<file path="src/rtl/score_display_sched.sv">
// rtl/score_display_sched.sv - shares one two-digit 7-seg driver between player A and B scores
// Optional blank-flash during hold: define SCORE_DISPLAY_SCHED_FLASH_EN.
module score_display_sched #(
    parameter int DWELL_CYCLES = 1000,
    parameter int HOLD_CYCLES  = 3000,
    parameter int FLASH_CYCLES = 250,
    parameter int CNT_W        = 16
) (
    input  logic       clk_i,
    input  logic       rst_i,
    input  logic [3:0] a_tens_i,
    input  logic [3:0] a_ones_i,
    input  logic [3:0] b_tens_i,
    input  logic [3:0] b_ones_i,
    input  logic       upd_a_i,
    input  logic       upd_b_i,
    output logic [3:0] tens_o,
    output logic [3:0] ones_o,
    output logic       sel_o,
    output logic       hold_o,
    output logic       blank_o
);

    typedef enum logic [1:0] {SHOW_A, SHOW_B, HOLD_A, HOLD_B} state_t;

    localparam logic [CNT_W-1:0] DWELL_LAST = CNT_W'(DWELL_CYCLES - 1);
    localparam logic [CNT_W-1:0] HOLD_LAST  = CNT_W'(HOLD_CYCLES - 1);

    // Illegal parameter sets elaborate a visibly named block so they stand out in the hierarchy.
    if (FLASH_CYCLES < 1) begin : g_cfg_error_flash_cycles
    end
    if ((DWELL_CYCLES - 1) >= (1 << CNT_W) || (HOLD_CYCLES - 1) >= (1 << CNT_W)) begin : g_cfg_error_cnt_w
    end

    state_t           state;
    state_t           nxt_state;
    logic [CNT_W-1:0] cnt;
    logic             pend_a, pend_b;
    logic             nxt_pend_a, nxt_pend_b;
    logic             rehold;
    logic             cnt_clr;
    logic             dwell_last, hold_last;
    logic             nxt_is_b, nxt_is_hold;

    assign dwell_last  = (cnt == DWELL_LAST);
    assign hold_last   = (cnt == HOLD_LAST);
    assign cnt_clr     = rehold || (nxt_state != state);
    assign nxt_is_b    = (nxt_state == SHOW_B) || (nxt_state == HOLD_B);
    assign nxt_is_hold = (nxt_state == HOLD_A) || (nxt_state == HOLD_B);

    // Next-state: updates take priority over rotation/expiry; A wins ties, B waits on pend_b.
    always_comb begin
        nxt_state  = state;
        nxt_pend_a = pend_a;
        nxt_pend_b = pend_b;
        rehold     = 1'b0;
        case (state)
            SHOW_A, SHOW_B: begin
                if (upd_a_i) begin
                    nxt_state  = HOLD_A;
                    nxt_pend_b = upd_b_i;
                end else if (upd_b_i) begin
                    nxt_state = HOLD_B;
                end else if (dwell_last) begin
                    nxt_state = (state == SHOW_A) ? SHOW_B : SHOW_A;
                end
            end
            HOLD_A: begin
                if (upd_a_i) begin
                    rehold = 1'b1;
                    if (upd_b_i) nxt_pend_b = 1'b1;
                end else if (upd_b_i) begin
                    if (hold_last) begin
                        nxt_state  = HOLD_B;
                        nxt_pend_b = 1'b0;
                    end else begin
                        nxt_pend_b = 1'b1;
                    end
                end else if (hold_last) begin
                    nxt_state  = pend_b ? HOLD_B : SHOW_B;
                    nxt_pend_b = 1'b0;
                end
            end
            HOLD_B: begin
                if (upd_b_i) begin
                    rehold = 1'b1;
                    if (upd_a_i) nxt_pend_a = 1'b1;
                end else if (upd_a_i) begin
                    if (hold_last) begin
                        nxt_state  = HOLD_A;
                        nxt_pend_a = 1'b0;
                    end else begin
                        nxt_pend_a = 1'b1;
                    end
                end else if (hold_last) begin
                    nxt_state  = pend_a ? HOLD_A : SHOW_A;
                    nxt_pend_a = 1'b0;
                end
            end
            default: nxt_state = SHOW_A;
        endcase
    end

    // State, phase counter, pending flags and the display registers driven from the state being entered.
    always_ff @(posedge clk_i) begin
        if (rst_i) begin
            state  <= SHOW_A;
            cnt    <= '0;
            pend_a <= 1'b0;
            pend_b <= 1'b0;
            tens_o <= 4'd0;
            ones_o <= 4'd0;
            sel_o  <= 1'b0;
            hold_o <= 1'b0;
        end else begin
            state  <= nxt_state;
            cnt    <= cnt_clr ? '0 : cnt + 1'b1;
            pend_a <= nxt_pend_a;
            pend_b <= nxt_pend_b;
            tens_o <= nxt_is_b ? b_tens_i : a_tens_i;
            ones_o <= nxt_is_b ? b_ones_i : a_ones_i;
            sel_o  <= nxt_is_b;
            hold_o <= nxt_is_hold;
        end
    end

`ifdef SCORE_DISPLAY_SCHED_FLASH_EN
    localparam logic [CNT_W-1:0] FLASH_LAST = CNT_W'(FLASH_CYCLES - 1);

    logic [CNT_W-1:0] flash_cnt;

    // Blank toggles every FLASH_CYCLES inside a hold, restarting visible on entry, re-hold or transition.
    always_ff @(posedge clk_i) begin
        if (rst_i || !nxt_is_hold || cnt_clr) begin
            flash_cnt <= '0;
            blank_o   <= 1'b0;
        end else if (flash_cnt == FLASH_LAST) begin
            flash_cnt <= '0;
            blank_o   <= ~blank_o;
        end else begin
            flash_cnt <= flash_cnt + 1'b1;
        end
    end
`else
    assign blank_o = 1'b0;
`endif

endmodule

</file>
<file path="config.mk">
export PLATFORM = sky130hd
export DESIGN_NAME = score_display_sched
export DESIGN_NICKNAME = d
export VERILOG_FILES = /design/src/rtl/score_display_sched.sv
export SDC_FILE = /design/constraint.sdc
export NUM_CORES = 1
export LEC_CHECK = 0
export CORE_MARGIN = 4
export CORE_UTILIZATION = 55
export DETAILED_ROUTE_END_ITERATION = 10
export PLACE_DENSITY = 0.85
export SYNTH_ARGS = -nofsm -noshare
export SYNTH_HDL_FRONTEND = slang
export SYNTH_SLANG_ARGS = --single-unit
</file>
<file path="constraint.sdc">
create_clock -name clk_i -period 3.9 [get_ports clk_i]
set_input_delay 0.585 -clock clk_i [delete_from_list [all_inputs] [get_ports clk_i]]
set_output_delay 0.585 -clock clk_i [all_outputs]
set_load 0.1 [all_outputs]
</file>
== Word-level counts from Yosys, hierarchy flattened ==
Index checks and enable logic that the tools add are counted.
Cells by class
  add/sub/neg operators: 1
  multiply operators: 0
  divide/modulo/power cells: 0
  order comparisons: 0
  equal/unequal tests: 13
  shifts and indexed selects: 0
  muxes and demuxes: 30
  bitwise operators: 0
  reduce and logical (&&, ||, !) cells: 10
Operator list (count)
  $mux W2: 13
  $add A16 B1 Y16 const B: 1
  $eq A16 B10 Y1 const B: 1
  $eq A16 B12 Y1 const B: 1
  $mux W1: 12
  $eq A2 B2 Y1 const B: 4
  $mux W4: 2
  $ne A3 B3 Y1 const B: 2
  $pmux W2 S3: 1
  $eq A2 B1 Y1 const B: 2
  $ne A2 B2 Y1 const B: 2
  $pmux W1 S2: 2
  $reduce_and A4 Y1: 1
  $reduce_bool A2 Y1: 2
  $reduce_or A2 Y1: 2
  $logic_or A1 B1 Y1: 3
  $reduce_and A3 Y1: 1
  $logic_not A2 Y1: 1
  $ne A2 B2 Y1: 1
Storage, ports and cells
  bits in registers: 30
  bits in latches: 0
  memory bits (writable): 0
  memory bits (read-only): 0
  input port bits: 20
  output and inout bits: 11
  memories: 0

== Logic depth before layout (Yosys ltp) ==
Gate-level depths: netlist of run 1.
  word-level depth: 9
  gate-level depth with buffers: 7

== Worst setup path before layout of run 1 ==
Ideal clock, no wire load.
  kind: register to register
  from: reg cnt[10]
  to: reg cnt[1]
  data arrival time: 2.075 ns
  path slack: 1.704 ns
  stages on the path, launching flop included: 7
  buffers on the path: 1
  path through: dfxtp_1 > or4_4 > or4_4 > o2111ai_4 > nand2_4 > buf_6 > mux2i_1
On the way
  word-level cells in the longest chain between the ends: 8
  elaborated cells on any way between the ends: 17
  classes of those cells: 3 x eq/ne; 12 x mux; 2 x reduce/logical
Ends and longest elaborated chain
  start, declared: line 37  | logic [CNT_W-1:0] cnt;
  start signal, assigned: line 117  | cnt <= cnt_clr ? '0 : cnt + 1'b1;
  $eq A16 B12 Y1 / $eq A16 B10 Y1 (equally long branches): line 46, 45
  $mux W2, on equally long branches
  $mux W2, on equally long branches: line 88, 62, 72
  $mux W2, on equally long branches: line 85, 59, 69
  $pmux W2 S3 *: line 57  | case (state)
  $ne A2 B2 Y1 *: line 47  | assign cnt_clr = rehold || (nxt_state != state);
  $logic_or A1 B1 Y1 *: line 47
  $reduce_or A2 Y1 (no line) *
Every way passes the cells marked *; elsewhere a longest branch is shown, timed or not.
A chain may end at the register's enable or synchronous reset.

== Worst setup path in the final report of run 1 ==
  from: reg hold_o
  to: out hold_o
RTL lines
  start, declared: line 20  | output logic hold_o,
  start signal, assigned: line 123  | hold_o <= nxt_is_hold;
No word-level cell between the ends.

==> qor.csv, run 1 <==
metric,value,unit
"Slowest-stage cell, CP",clkdlybuf4s50_1,
Syn Inst Count,192,
Max clock buf depth,2,
grt total ovfl,0,
crit-path max FO,12,
final hold violation count,0,
Layout area overhead,23.8,%
buffers added on ports,29,
Critical Path End Type,primary output,
DP Wirelength,2.81,mm
H-tree level count,2,
Initial DRC Count,151,
Tcrit/Tclk final,69.6,%
RSZ-0062 raised after global routing,false,
most frequent cells in the layout,"dfxtp_1 (29), clkdlybuf4s50_1 (29), nand2_1 (25)",
pwr/cell area,374,mW/mm2
post-CTS sizing,0,
actual slew at the worst max-slew pin,991,ps
clock root buffer,clkbuf_4,
initial antenna violation count,0,
register area,581,um2
Max-cap violations,0,
worst endpoint data arrival time,2130,ps
Post-CTS Hold Fix Bufs,0,
Die Width,62.8,um
global-route wire length before repair,6.67,mm
DRT antenna net count,0,
diode count,0,
Post-CTS Setup Bufs,0,
clock sinks,29,
Inserted Clock Buffers,5,
DR WL/cell,15.4,um
WL final,3.89,mm
vias in the first global route,1435,
Rows,19,
critical path class,reg -> out,
Avg Inst Size Synth,8.61,um2
die height,62.8,um
Ys Warns,0,
layout cells sized above 1,7.21,%
All-Layer GR Usage,20.7,%
worst hold path type,reg -> reg,
placed cell area,0.00194,mm2
Hold Path Stages,2,
status,finished clean,
Fmax,0.368,GHz
cells on worst reg2reg path,6,
routed vias,1507,
Via density,5.96,
setup TNS,0,ps
crit-path max cell delay,1220,ps
max-slew violations,0,
multi-input logic area,0.00102,mm2
Layout Utilization,73.0,%
mapped cell area,0.00165,mm2
Worst Path Buf+Inv,1,
I/O pin count,31,
Final Instance Area,0.00205,mm2
initial core utilization,58.9,%
Tmin final,2720,ps
full die area,0.00395,mm2
Levels on crit path,1,
Worst EP required,3310,ps
Final Skew,6.26,ps
fillers,212,
router iterations before antenna repair,4,
CTS tree,done,
synth unique cells,37,
largest net degree at the start of global routing,30,
post-synth net total,213,
critical path's top delay family,buffers and inverters,
Peak supply drop,0.253,mV
drt drc,0,
"Clk Latency, worst-skew pair",330,ps
Final Wtd Congestion,0.943,
synthesized flop and latch total,29,
Layout Nets,242,
final setup fails,0,
CP Launch Type,flop,
Lkg Pwr,0.675,nW
clk slew on worst S/H paths,100,ps
register area share after synthesis,35.1,%
CORE AREA,0.00281,mm2
critical path cell sequence,clkdlybuf4s50_1,
slew margin rel.,33.1,%
path summary, 6_finish.rpt:
| path | slack, ps | from | endpoint |
|---|---|---|---|
| worst max register to register | 1320 | cnt[0] | cnt[14] |
| worst min-delay path | 560 | cnt[15] | cnt[15] |
| worst max-delay path | 1180 | hold_o | hold_o |
| worst min register to register | 560 | cnt[15] | cnt[15] |
where the power goes:
part	total [W]	internal (W)	switching (W)
clock network	0.000308	0.000198	0.000109
logic	0.000144	0.0000480	0.0000959
registers	0.000313	0.000306	0.00000735
total	0.000765	0.000553	0.000213
cell type report:
type	instances	share of cell area, %
flip-flops and latches	29	28.4
clock inverters	3	3.18
clock buffers	5	1.83
inverters	4	0.733
multi-input cells	152	49.8
repair buffers	29	14.2
well taps	31	1.89
metrics by stage:
step | cells | worst slack, ps | hold WS, ps | total power (W)
6_report | 253 | 1180 | 564 | 0.000765
2_1_floorplan | 192 | 1700 | 503 | 0.000422
3_5_place_dp | 245 | 1170 | 538 | 0.000463
3_3_place_gp | 245 | 1340 | 517 | 0.000461
4_1_cts | 253 | 1170 | 559 | 0.000767
5_1_grt | 253 | 1100 | 577 | 0.000798
Yosys cell counts:
master | number | area [um2]
a211oi_1 | 4 | 30.0
a21oi_1 | 5 | 25.0
a221o_1 | 1 | 10.0
a31oi_1 | 1 | 6.26
a41o_1 | 1 | 10.0
a41oi_1 | 2 | 17.5
and3_1 | 2 | 12.5
buf_4 | 1 | 7.51
buf_6 | 1 | 11.3
clkbuf_1 | 5 | 18.8
conb_1 | 1 | 3.75
dfxtp_1 | 29 | 581
ha_1 | 1 | 12.5
inv_1 | 4 | 15.0
mux2i_1 | 18 | 180
nand2_1 | 25 | 93.8
nand2_4 | 1 | 11.3
nand2b_1 | 19 | 119
nand3_1 | 12 | 60.1
nand4_1 | 4 | 25.0
nand4b_1 | 1 | 8.76
nand4bb_1 | 1 | 11.3
nor2_1 | 12 | 45.0
nor3_1 | 5 | 25.0
nor4_1 | 2 | 12.5
nor4_2 | 1 | 12.5
nor4bb_1 | 2 | 20.0
o2111ai_4 | 1 | 26.3
o211ai_2 | 1 | 12.5
o21a_1 | 1 | 7.51
o21ai_0 | 7 | 35.0
o41ai_2 | 2 | 32.5
or2_1 | 1 | 6.26
or3_1 | 6 | 37.5
or4_4 | 2 | 22.5
xnor2_1 | 4 | 35.0
xor2_1 | 6 | 52.6
state kept, by name, summed over array words and instances (netlist names):
signal / cells
cnt: 16
hold_o: 1
ones_o: 4
pend_a: 1
pend_b: 1
sel_o: 1
state: 1
tens_o: 4
layer usage:
| metal | vias to the layer above | global-route usage [%] | wire [um] |
|---|---|---|---|
| met5 | - | 0 | 0 |
| met4 | 0 | 4.96 | 21 |
| met3 | 2 | 5.40 | 267 |
| met2 | 57 | 35.3 | 2010 |
| met1 | 703 | 25.9 | 1590 |
| li1 | 745 | - | - |
kinds of logic (layout without fill, tap and decap cells):
family	after synthesis	count (layout)	share of synthesized area, %
other cells	1	1	0.227
flops	29	29	35.1
compound gates	26	26	12.9
buf+inv	11	41	3.18
xor+xnor	10	10	5.30
simple gates	96	96	31.6
mux	18	18	10.9
fa+ha+maj	1	1	0.757
(Power assumes the default switching activity.)
==> run 2, diff against run 1 <==
--- a/config.mk
+++ b/config.mk
@@ -6,9 +6,9 @@
 export NUM_CORES = 1
 export LEC_CHECK = 0
 export CORE_MARGIN = 4
-export CORE_UTILIZATION = 55
+export CORE_UTILIZATION = 46
 export DETAILED_ROUTE_END_ITERATION = 10
-export PLACE_DENSITY = 0.85
+export PLACE_DENSITY = 0.76
 export SYNTH_ARGS = -nofsm -noshare
 export SYNTH_HDL_FRONTEND = slang
 export SYNTH_SLANG_ARGS = --single-unit
==> constraint.sdc (replaced) <==
create_clock -name clk_i -period 2.25 [get_ports clk_i]
set_input_delay 0.3375 -clock clk_i [delete_from_list [all_inputs] [get_ports clk_i]]
set_output_delay 0.3375 -clock clk_i [all_outputs]
set_load 0.1 [all_outputs]
==> run 2 against run 1 <==
Against the previous run:
- cell area grew 4.1%
- sequential cell count unchanged
- register-to-register slack lost 1300 ps
- die area increased by 17%
- sequential share of layout area shrank 1.1 points
- combinational power up 82%
- wire length fell by 3.5%
- utilization shrank 11 points
- hold slack better by 8.2 ps
- critical path type is now reg -> reg
- largest cell class unchanged
==> qor.csv, run 2 (synthesis gave the netlist of run 1 again) <==
metric,value,unit
largest net degree at the start of global routing,19,
router iterations before antenna repair,5,
vias in the first global route,1397,
routed vias,1521,
crit-path max cell delay,550,ps
CORE AREA,0.00342,mm2
CTS tree,done,
buffers added on ports,29,
clk slew on worst S/H paths,90,ps
final hold violation count,0,
global-route wire length before repair,6.14,mm
Peak supply drop,0.312,mV
Final Wtd Congestion,0.860,
Tcrit/Tclk final,97.1,%
critical path cell sequence,"or4_4, or4_4, o2111ai_4, nand2_8, mux2i_1",
final setup fails,0,
placed cell area,0.00207,mm2
initial core utilization,48.4,%
Layout Utilization,62.4,%
DRT antenna net count,0,
initial antenna violation count,0,
critical path class,reg -> reg,
"commonest non-fill, non-tap cell in the layout",dfxtp_1,
Largest Register,cnt,
layout cells sized above 1,17.1,%
clock sinks,29,
Fmax,0.458,GHz
Critical Path End Type,flop,
Layout area overhead,28.9,%
crit-path most repeated cell,or4_4,
"Clk Latency, worst-skew pair",330,ps
fillers,320,
DP Wirelength,2.85,mm
PnR Total Power,0.00110,W
crit-path max FO,18,
RSZ-0062 raised after global routing,false,
H-tree level count,2,
setup TNS,0,ps
Rows,21,
die height,67.9,um
most frequent cells in the layout,"dfxtp_1 (29), buf_4 (28), nand2_1 (25)",
Worst EP required,2460,ps
Final Instance Area,0.00213,mm2
pwr/cell area,519,mW/mm2
All-Layer GR Usage,17.4,%
Max-cap violations,0,
status,finished clean,
max-slew violations,0,
grt total ovfl,0,
Layout Nets,260,
Lkg Pwr,0.755,nW
placed cell count,278,
diode count,0,
max reg flops,16,
WL final,3.76,mm
"Slowest-stage cell, CP",or4_4,
Max clock buf depth,2,
worst endpoint data arrival time,2390,ps
DR WL/cell,13.1,um
worst hold path type,in -> reg,
I/O pin count,31,
Die Width,67.9,um
CP Launch Type,flop,
Worst Path Buf+Inv,0,
final non-filler cell total,286,
Initial DRC Count,90,
Via density,5.32,
full die area,0.00462,mm2
critical path's top delay family,simple AND/OR/NAND/NOR gates,
Final Skew,7.30,ps
largest registers,"cnt (16), ones_o (4), tens_o (4)",
clock root buffer,clkbuf_4,
Tmin final,2180,ps
drt drc,0,
Inserted Clock Buffers,5,
==> run 2: final cells by class <==
class / count / area, um2 / share of cell area [%]
tap: 46 / 57.6 / 2.70
clock buffer: 8 / 48.8 / 2.29
timing repair buffer: 47 / 400 / 18.8
multi-input combinational: 152 / 1030 / 48.3
sequential: 29 / 581 / 27.2
inverter: 4 / 15.0 / 0.705
==> run 2: worst paths after layout <==
check              startpoint         to  slack [ps]  cells after the start
setup / recovery      cnt[10]  tens_o[2]          70                      5
hold / removal    a_tens_i[0]  tens_o[0]         570                      3
setup reg to reg      cnt[10]  tens_o[2]          70                      5
hold reg to reg       cnt[14]    cnt[14]         580                      2
==> run 2: metal layers <==
layer  track usage [%]  part of all wire [%]  vias to the layer above
li1                  -                     -                      781
met1              22.4                    48                      708
met2              27.8                    47                       25
met3              5.25                   4.0                        7
met4              5.21                   1.4                        0
met5                 0                     0                        -
==> run 2: worst min-delay path, cell delays in order <==
cell	delay, ps
clkdlybuf4s50_1	400
nand2b_1	60
mux2i_1	50
==> run 2: stage by stage <==
step,setup slack [ps],hold WS [ps]
detailed placement,39.2,562
CTS,26.8,572
global route,1.76,580
floorplan,54.1,490
finish,66.2,573
global placement,63.0,539
==> run 2: timing repair <==
item / CTS / global route
resized for setup: 0 / 1
setup endpoints to repair: 0 / 18
buffers inserted: 0 / 0
hold buffers: 0 / 0
==> run 2: power breakdown <==
part / internal (W) / leakage (nW) / switching (W)
logic: 0.0000913 / 0.492 / 0.000171
clock network: 0.000124 / 0.0265 / 0.000176
registers: 0.000531 / 0.237 / 0.0000118
total: 0.000746 / 0.755 / 0.000359
